==> config.mk <==
export PLATFORM = sky130hd
export DESIGN_NAME = share_collector
export DESIGN_NICKNAME = d
export VERILOG_FILES = /design/src/rtl/share_collector.sv
export SDC_FILE = /design/constraint.sdc
export NUM_CORES = 2
export LEC_CHECK = 0
export ABC_AREA = 1
export ABC_CLOCK_PERIOD_IN_PS = 7600
export CAP_MARGIN = 20
export CORE_ASPECT_RATIO = 2
export CORE_MARGIN = 10
export CORE_UTILIZATION = 52
export DETAILED_ROUTE_END_ITERATION = 8
export PLACE_DENSITY = 0.83
export SLEW_MARGIN = 10
export SYNTH_ARGS = -nofsm -noshare
export SYNTH_HDL_FRONTEND = slang
export SYNTH_SLANG_ARGS = --single-unit
==> constraint.sdc <==
create_clock -name CLK -period 7.6 [get_ports CLK]
set_input_delay 1.52 -clock CLK [delete_from_list [all_inputs] [get_ports CLK]]
set_output_delay 1.52 -clock CLK [all_outputs]
set_load 0.05 [all_outputs]
==> src/rtl/share_collector.sv <==
// share_collector: compares sampled hashes against the compact-nBits target,
// recovers the originating {time,nonce} and queues hits for the host.
module share_collector #(
  parameter int PIPE_LAT = 128,
  parameter int DEPTH    = 4
) (
  input  logic                     CLK,
  input  logic                     RST,
  input  logic                     clear,
  input  logic                     en,
  input  logic                     hash_valid,
  input  logic [255:0]             hash_in,
  input  logic [63:0]              cnt_in,
  input  logic                     tgt_load,
  input  logic [31:0]              tgt_bits,
  output logic                     share_valid,
  input  logic                     share_ready,
  output logic [31:0]              share_time,
  output logic [31:0]              share_nonce,
  output logic [31:0]              share_hash_hi,
  output logic [$clog2(DEPTH):0]   fifo_level,
  output logic                     overflow,
  output logic [31:0]              hash_count,
  output logic [31:0]              share_count
);
  localparam int AW = $clog2(DEPTH);
  localparam int LW = AW + 1;
  logic [255:0]   v, tgt, tgt_next, m_ext;
  logic [7:0]     e;
  logic           sample, pop, full, push_ok;
  logic           s1_hit;
  logic [63:0]    s1_rec;
  logic [31:0]    s1_hi;
  logic [95:0]    mem [DEPTH];
  logic [95:0]    head_next;
  logic [AW-1:0]  rd_ptr, wr_ptr, rd_next;
  logic [LW-1:0]  level_next;
  for (genvar b = 0; b < 32; b++) begin : g_rev
    assign v[8*b +: 8] = hash_in[255-8*b -: 8];
  end
  assign e     = tgt_bits[31:24];
  assign m_ext = {232'b0, tgt_bits[23:0]};
  always_comb
    tgt_next = (e > 8'd32) ? '1 :
               (e >= 8'd3) ? m_ext << (8 * (e - 8'd3)) :
                             m_ext >> (8 * (8'd3 - e));
  assign sample      = en & hash_valid;
  assign share_valid = fifo_level != '0;
  assign full        = fifo_level == LW'(DEPTH);
  assign pop         = share_valid & share_ready;
  // a full FIFO still takes a push when the head leaves in the same cycle
  assign push_ok     = s1_hit & (~full | pop);
  assign rd_next     = rd_ptr + AW'(pop);
  assign level_next  = fifo_level + LW'(push_ok) - LW'(pop);
  // the only entry not yet in memory is the one being pushed into an otherwise empty FIFO
  assign head_next   = (push_ok && wr_ptr == rd_next) ? {s1_rec, s1_hi} : mem[rd_next];
  always_ff @(posedge CLK)
    if (!clear && push_ok) mem[wr_ptr] <= {s1_rec, s1_hi};
  always_ff @(posedge CLK or negedge RST)
    if (!RST) begin
      tgt           <= '0;
      s1_hit        <= 1'b0;
      s1_rec        <= '0;
      s1_hi         <= '0;
      rd_ptr        <= '0;
      wr_ptr        <= '0;
      fifo_level    <= '0;
      overflow      <= 1'b0;
      hash_count    <= '0;
      share_count   <= '0;
      share_time    <= '0;
      share_nonce   <= '0;
      share_hash_hi <= '0;
    end else begin
      if (tgt_load) tgt <= tgt_next;
      if (clear) begin
        s1_hit      <= 1'b0;
        rd_ptr      <= '0;
        wr_ptr      <= '0;
        fifo_level  <= '0;
        overflow    <= 1'b0;
        hash_count  <= '0;
        share_count <= '0;
      end else begin
        s1_hit      <= sample && (v <= tgt);
        s1_rec      <= cnt_in - 64'(PIPE_LAT);
        s1_hi       <= v[255:224];
        hash_count  <= hash_count + 32'(sample);
        share_count <= share_count + 32'(s1_hit);
        overflow    <= overflow | (s1_hit & ~push_ok);
        wr_ptr      <= wr_ptr + AW'(push_ok);
        rd_ptr      <= rd_next;
        fifo_level  <= level_next;
        if (level_next != '0) {share_time, share_nonce, share_hash_hi} <= head_next;
      end
    end
endmodule
# ---- Word-level counts from Yosys, hierarchy flattened
# Memories as Yosys holds them, arrays and structs flattened. A register that Yosys moved wholly into a read port is not among the register bits.
# Index checks and enable logic that the tools add are counted.
dict set report totals {
  register_bits 425
  mem_bits_rw 384
  in_bits 359
  out_inout_bits 165
  wordCells 53
  mem_count 1
}
dict set report op_classes {
  addsub 9
  n_lt_le_gt_ge 3
  n_eq_ne 1
  n_shift 2
  mux 11
  n_bitwise 9
  n_reduce_logical 7
}
# memory depth width read_ports rd_ports_with_merged_regs wr line_no
set memory_table {}
lappend memory_table {mem 4 96 1 1 1 34} ;# logic [95:0] mem [DEPTH];
# cell n
set ops {}
lappend ops {{two-way mux 256 bit} 2}
lappend ops {{less-or-equal comparator 256 bit} 1}
lappend ops {{<< shifter 24 x 32 -> 256 bit} 1}
lappend ops {{>> shifter 24 x 32 -> 256 bit} 1}
lappend ops {{adder 32 x 1 -> 32 bit} 2}
lappend ops {{two-way mux 32 bit} 2}
lappend ops {{subtractor 64 x 8 -> 64 bit (second input constant)} 1}
lappend ops {{subtractor 2 x 8 -> 9 bit (first input constant)} 1}
lappend ops {{subtractor 8 x 2 -> 9 bit (second input constant)} 1}
lappend ops {{greater-or-equal comparator 8 x 2 -> 1 bit (second input constant)} 1}
lappend ops {{> comparator 8 x 6 -> 1 bit (second input constant)} 1}
lappend ops {{nonzero test 3 bit} 2}
lappend ops {{adder 2 x 1 -> 2 bit} 2}
lappend ops {{bitwise AND 1 bit} 4}
lappend ops {{two-way mux 1 bit} 4}
lappend ops {{two-way mux 2 bit} 2}
lappend ops {{adder 3 x 1 -> 3 bit} 1}
lappend ops {{equality test 3 bit (second input constant)} 1}
lappend ops {{two-way mux 3 bit} 1}
lappend ops {{inverter 1 bit} 3}
lappend ops {{subtractor 3 x 1 -> 3 bit} 1}
lappend ops {{logical AND 1 bit} 2}
lappend ops {{logical NOT 1 bit} 2}
lappend ops {{bitwise OR 1 bit} 2}
lappend ops {{AND reduction 2 bit} 1}

# ---- Depth between registers and ports, before layout
dict set report depth {
  word_depth 8
  depth_mapped 18
  depth_no_buf 18
}

# ---- Worst setup path after synthesis
# OpenSTA, ideal clock, no wires.
dict set report synth_timing {
  path_type {input-to-reg}
  start {input port share_ready}
  end {memory mem[2][0] (enable)}
  setup_ps 669
  arrival_time_ps 8450
  required_time_ps 6931
  slack_ps -1520
  cell_stages 6
  path_buffers 0
  cell_sequence {nor3_1 -> nor2_1 -> inv_1 -> nor2_1 -> inv_1 -> nor3_1}
}
dict set report synth_via {
  elab_chain_len 6
}
# element line_no
set synth_rtl {}
lappend synth_rtl {{start: declaration} 17} ;# input logic share_ready,
lappend synth_rtl {{bitwise AND 1 bit} 50} ;# assign pop = share_valid & share_ready;
lappend synth_rtl {{bitwise OR 1 bit} 52} ;# assign push_ok = s1_hit & (~full | pop);
lappend synth_rtl {{bitwise AND 1 bit} 52}
lappend synth_rtl {{logical AND 1 bit} 58} ;# if (!clear && push_ok) mem[wr_ptr] <= {s1_rec, s1_hi};
lappend synth_rtl {{two-way mux 1 bit} 58}
lappend synth_rtl {{two-way mux 1 bit (implied by the code)} 58}
lappend synth_rtl {{end: declaration} 34}
# No other way between the ends.

# ---- Final worst setup path
dict set report layout_timing {
  start {input port share_ready}
  end {register share_hash_hi[29]}
}
dict set report layout_via {
  elab_chain_len 7
  word_cells_on_any_way 8
  cone_classes {3 x add/sub; 3 x bitwise; 2 x reduce/logical}
}
# element line_no
set layout_rtl {}
lappend layout_rtl {{bitwise AND 1 bit (*)} 50}
lappend layout_rtl {{bitwise OR 1 bit} 52}
lappend layout_rtl {{bitwise AND 1 bit} 52}
lappend layout_rtl {{adder 3 x 1 -> 3 bit} 54} ;# assign level_next = fifo_level + LW'(push_ok) - LW'(pop);
lappend layout_rtl {{subtractor 3 x 1 -> 3 bit} 54}
lappend layout_rtl {{nonzero test 3 bit} 94} ;# if (level_next != '0) {share_time, share_nonce, share_hash_hi} <= head_next;
lappend layout_rtl {{AND reduction 2 bit (no line)} -}
lappend layout_rtl {{end signal: assignment} 94}
lappend layout_rtl {{end: declaration} 20} ;# output logic [31:0] share_hash_hi,
# Mark *: on every way between the ends. The rest lies on a longest branch, timed or not.
# A chain may end at the register's enable or synchronous reset.

==> out/metrics.csv <==
stage;metric;value;unit
floorplanning;num_rows;155;
synth;ys_seq_elements;905;
sta;slew_headroom;20.2;%
placement;dpl_cell_area;0.0528;mm2
clock_tree;cts.sinks;905;
synth;yosysWarningCount;0;
hold_path;min_path_type;reg -> reg;
grt;grt_pass1_vias;39800;
synth;syn_inst;5237;
floorplanning;die_h;443;um
floorplanning;io_pins;524;
floorplanning;initial_utilization;52.3;%
grt;grt_pass1_wl;246;mm
critical_path;crit_type;in -> reg;
sta;rsz0062_at_grt;no;
detailed_routing;via_per_inst;5.84;
clock_tree;htreeDepth;3;
placement;dp_slack;1.95;ns
clock_tree;cts_resized;0;
sta;finalSetupViolations;0;
synth;synth_cell_types;49;
run_status;status;finished clean;
clock_tree;clockBufferDepth;3;
synth;syn_nets;5865;
grt;grt.overflow.total;0;
critical_path;cp_top_family;buffers and inverters;
critical_path;cp.arrival;5.67;ns
clock_tree;cts_setup_buffers;0;
power;p_total;15900;uW
synth;syn_area;0.0465;mm2
critical_path;cp-end-kind;flip-flop;
detailed_routing;post_drt_wl_per_cell;24.1;um
clock_tree;clock_latency;0.68;ns
final_layout;final_area;0.0556;mm2
critical_path;cp_max_fo;43;
placement;place_congestion;1.03;
grt;grt_use_total;31.8;%
sta;worst_pin_slew;1.20;ns
detailed_routing;first_pass_iters;6;
placement;io_buffers;523;
synth;async_flop_share;57.6;%
floorplanning;die-area;0.103;mm2
detailed_routing;remaining_drc_errors;0;
critical_path;crit_start;share_ready;
sta;fmax;197;MHz
detailed_routing;drt_iter0_drc;4123;
clock_tree;hold_buffers;0;
clock_tree;clockRootBuffer;clkbuf_16;
grt;grt_max_degree;156;
sta;finalMaxSlewViolations;0;
power;ir_drop;233;uV
power;power_density;285;mW/mm2
power;power.static_leakage;0.0242;uW
final_layout;drive_above_1_share;5.13;%
critical_path;path_cells;clkdlybuf4s50_1 -> a21boi_0 -> ha_1 -> inv_1 -> ha_1 -> fa_1 -> inv_1 -> nand3_1 -> nand2_4 -> inv_2 -> buf_4 -> o21ai_0 -> o21ai_0;
sta;hold_violations;0;
clock_tree;cts_tree;built;
final_layout;area.growth.synth_to_final;19.5;%
hold_path;worstHoldStart;share_hash_hi[4];
synth;yosysSeqAreaShare;52.8;%
floorplanning;die_x;232;um
sta;fin_skew;0.0246;ns
critical_path;critical_path_buf_inv_count;5;
sta;worst_slack;2.52;ns
critical_path;max_stage_delay;0.55;ns
grt;antenna_found_initial;14;
sta;holdWs;0.488;ns
synth;syn_area_per_cell;8.89;um2
synth;synth_edf_count;384;
critical_path;timing.rr.start;fifo_level[0];
floorplanning;fp.coreArea;0.0890;mm2
sta;finalCritPeriodShare;66.9;%
placement;hpwl;120;mm
final_layout;final_nets;6251;
sta;min_period;5.08;ns
clock_tree;cts_buffers;81;
critical_path;critPathRequiredTime;8.18;ns
critical_path;cp-start-kind;input port;
job;drv_cap;0;
critical_path;worst_path_max_delay_cell;clkdlybuf4s50_1;
detailed_routing;vias;40100;
clock_tree;clk_pin_slew;0.06;ns
sta;fin_setup_tns;0;ns
detailed_routing;ant_nets;0;
synth;ys.flop_type;dfrtp_1;
detailed_routing;drt_wl_total;166;mm
-- worst min-delay path: stages (launching register included) --
cell and delay, ns:
dfrtp_1 0.35, nand2_1 0.05, o21ai_0 0.06
-- stage by stage --
stage	instances	utilization, %
detailed placement	6716	59.3
global route	6868	62.5
finish	6872	62.5
CTS	6866	62.5
floorplan	5237	-
global placement	6715	59.2
-- final timing paths --
path / endpoint / slack (ns) / cells after the start
setup / recovery: share_hash_hi[29] / 2.52 / 13
hold / removal: share_hash_hi[4] / 0.49 / 2
setup reg to reg: share_hash_hi[29] / 3.41 / 13
hold reg to reg: share_hash_hi[4] / 0.49 / 2
max in group asynchronous: s1_hi[28] / 5.17 / 2
min in group asynchronous: share_time[26] / 0.86 / 1
-- flip-flops by register name, indices dropped and copies added, names as in the netlist --
name,cells
mem,384
tgt,256
s1_rec,64
hash_count,32
s1_hi,32
share_count,32
share_hash_hi,32
share_nonce,32
share_time,32
fifo_level,3
rd_ptr,2
wr_ptr,2
overflow,1
s1_hit,1
-- area by class of cell --
type	count	area, um2
Antenna cell	5	12.5
Clock buffer	96	2160
Clock inverter	54	702
Fill cell	7212	33400
Inverter	516	1950
Multi-Input combinational cell	3542	19100
Sequential cell	905	24600
Tap cell	1177	1470
Timing Repair Buffer	577	5730
-- where the power goes --
part           internal (uW)  switching [uW]
Clock                   2510            1950
Combinational           1650            3830
Sequential              5560             341
Total                   9730            6130
-- Yosys cell counts (4+ instances only) --
| cell | number | area [um2] |
|---|---|---|
| nand2_1 | 1275 | 4790 |
| dfrtp_1 | 521 | 13000 |
| inv_1 | 506 | 1900 |
| nor2_1 | 458 | 1720 |
| edfxtp_1 | 384 | 11500 |
| nand3_1 | 328 | 1640 |
| a21oi_1 | 270 | 1350 |
| ha_1 | 268 | 3350 |
| o21ai_0 | 265 | 1330 |
| a22oi_1 | 211 | 1580 |
| clkbuf_1 | 205 | 769 |
| nand4_1 | 118 | 738 |
| a31oi_1 | 106 | 663 |
| nor3_1 | 60 | 300 |
| xor2_1 | 32 | 280 |
| buf_2 | 29 | 145 |
| buf_1 | 27 | 101 |
| o21ai_2 | 24 | 210 |
| nor4_1 | 16 | 100 |
| nor2_2 | 15 | 93.8 |
| o21a_1 | 15 | 113 |
| xnor2_1 | 15 | 131 |
| nand2_2 | 10 | 62.6 |
| buf_4 | 9 | 67.6 |
| inv_2 | 9 | 33.8 |
| o21ai_1 | 8 | 40.0 |
| or2_2 | 8 | 50.1 |
| a21o_1 | 7 | 52.6 |
| o21bai_1 | 5 | 37.5 |
| buf_6 | 4 | 45.0 |
| nor3_2 | 4 | 40.0 |
-- kinds of logic (layout without fill, tap and decap cells) --
group	count (synthesis)	after routing	synth area share, %
AOI/OAI and AO/OA	920	920	11.7
buffers and inverters	790	1243	6.59
DFF	905	905	52.8
and+or+nand+nor	2304	2304	20.7
xor gates and xnor gates	49	49	0.954
adders and majority gates	269	269	7.25
other	0	5	0
-- metal layers --
layer  global-route usage, %  wire length, um  vias to the layer above
li1                        -                -                    18500
met1                    34.5            57100                    19300
met2                    54.6            82600                     1934
met3                    6.73            12900                      458
met4                    22.1            13200                       16
met5                       0              103                        -
-- layout by cell type, fill, tap and decap left out, types with 55 or more instances in the layout --
master           count
a22oi_1            211
o21ai_0            265
dfrtp_1            521
ha_1               267
clkbuf_16           82
nand3_1            328
nor3_1              55
edfxtp_1           384
nand4_1            118
clkdlybuf4s50_1    521
a21oi_1            270
a31oi_1            106
inv_1              503
nand2_1           1273
nor2_1             455
(Power assumes the default switching activity.)
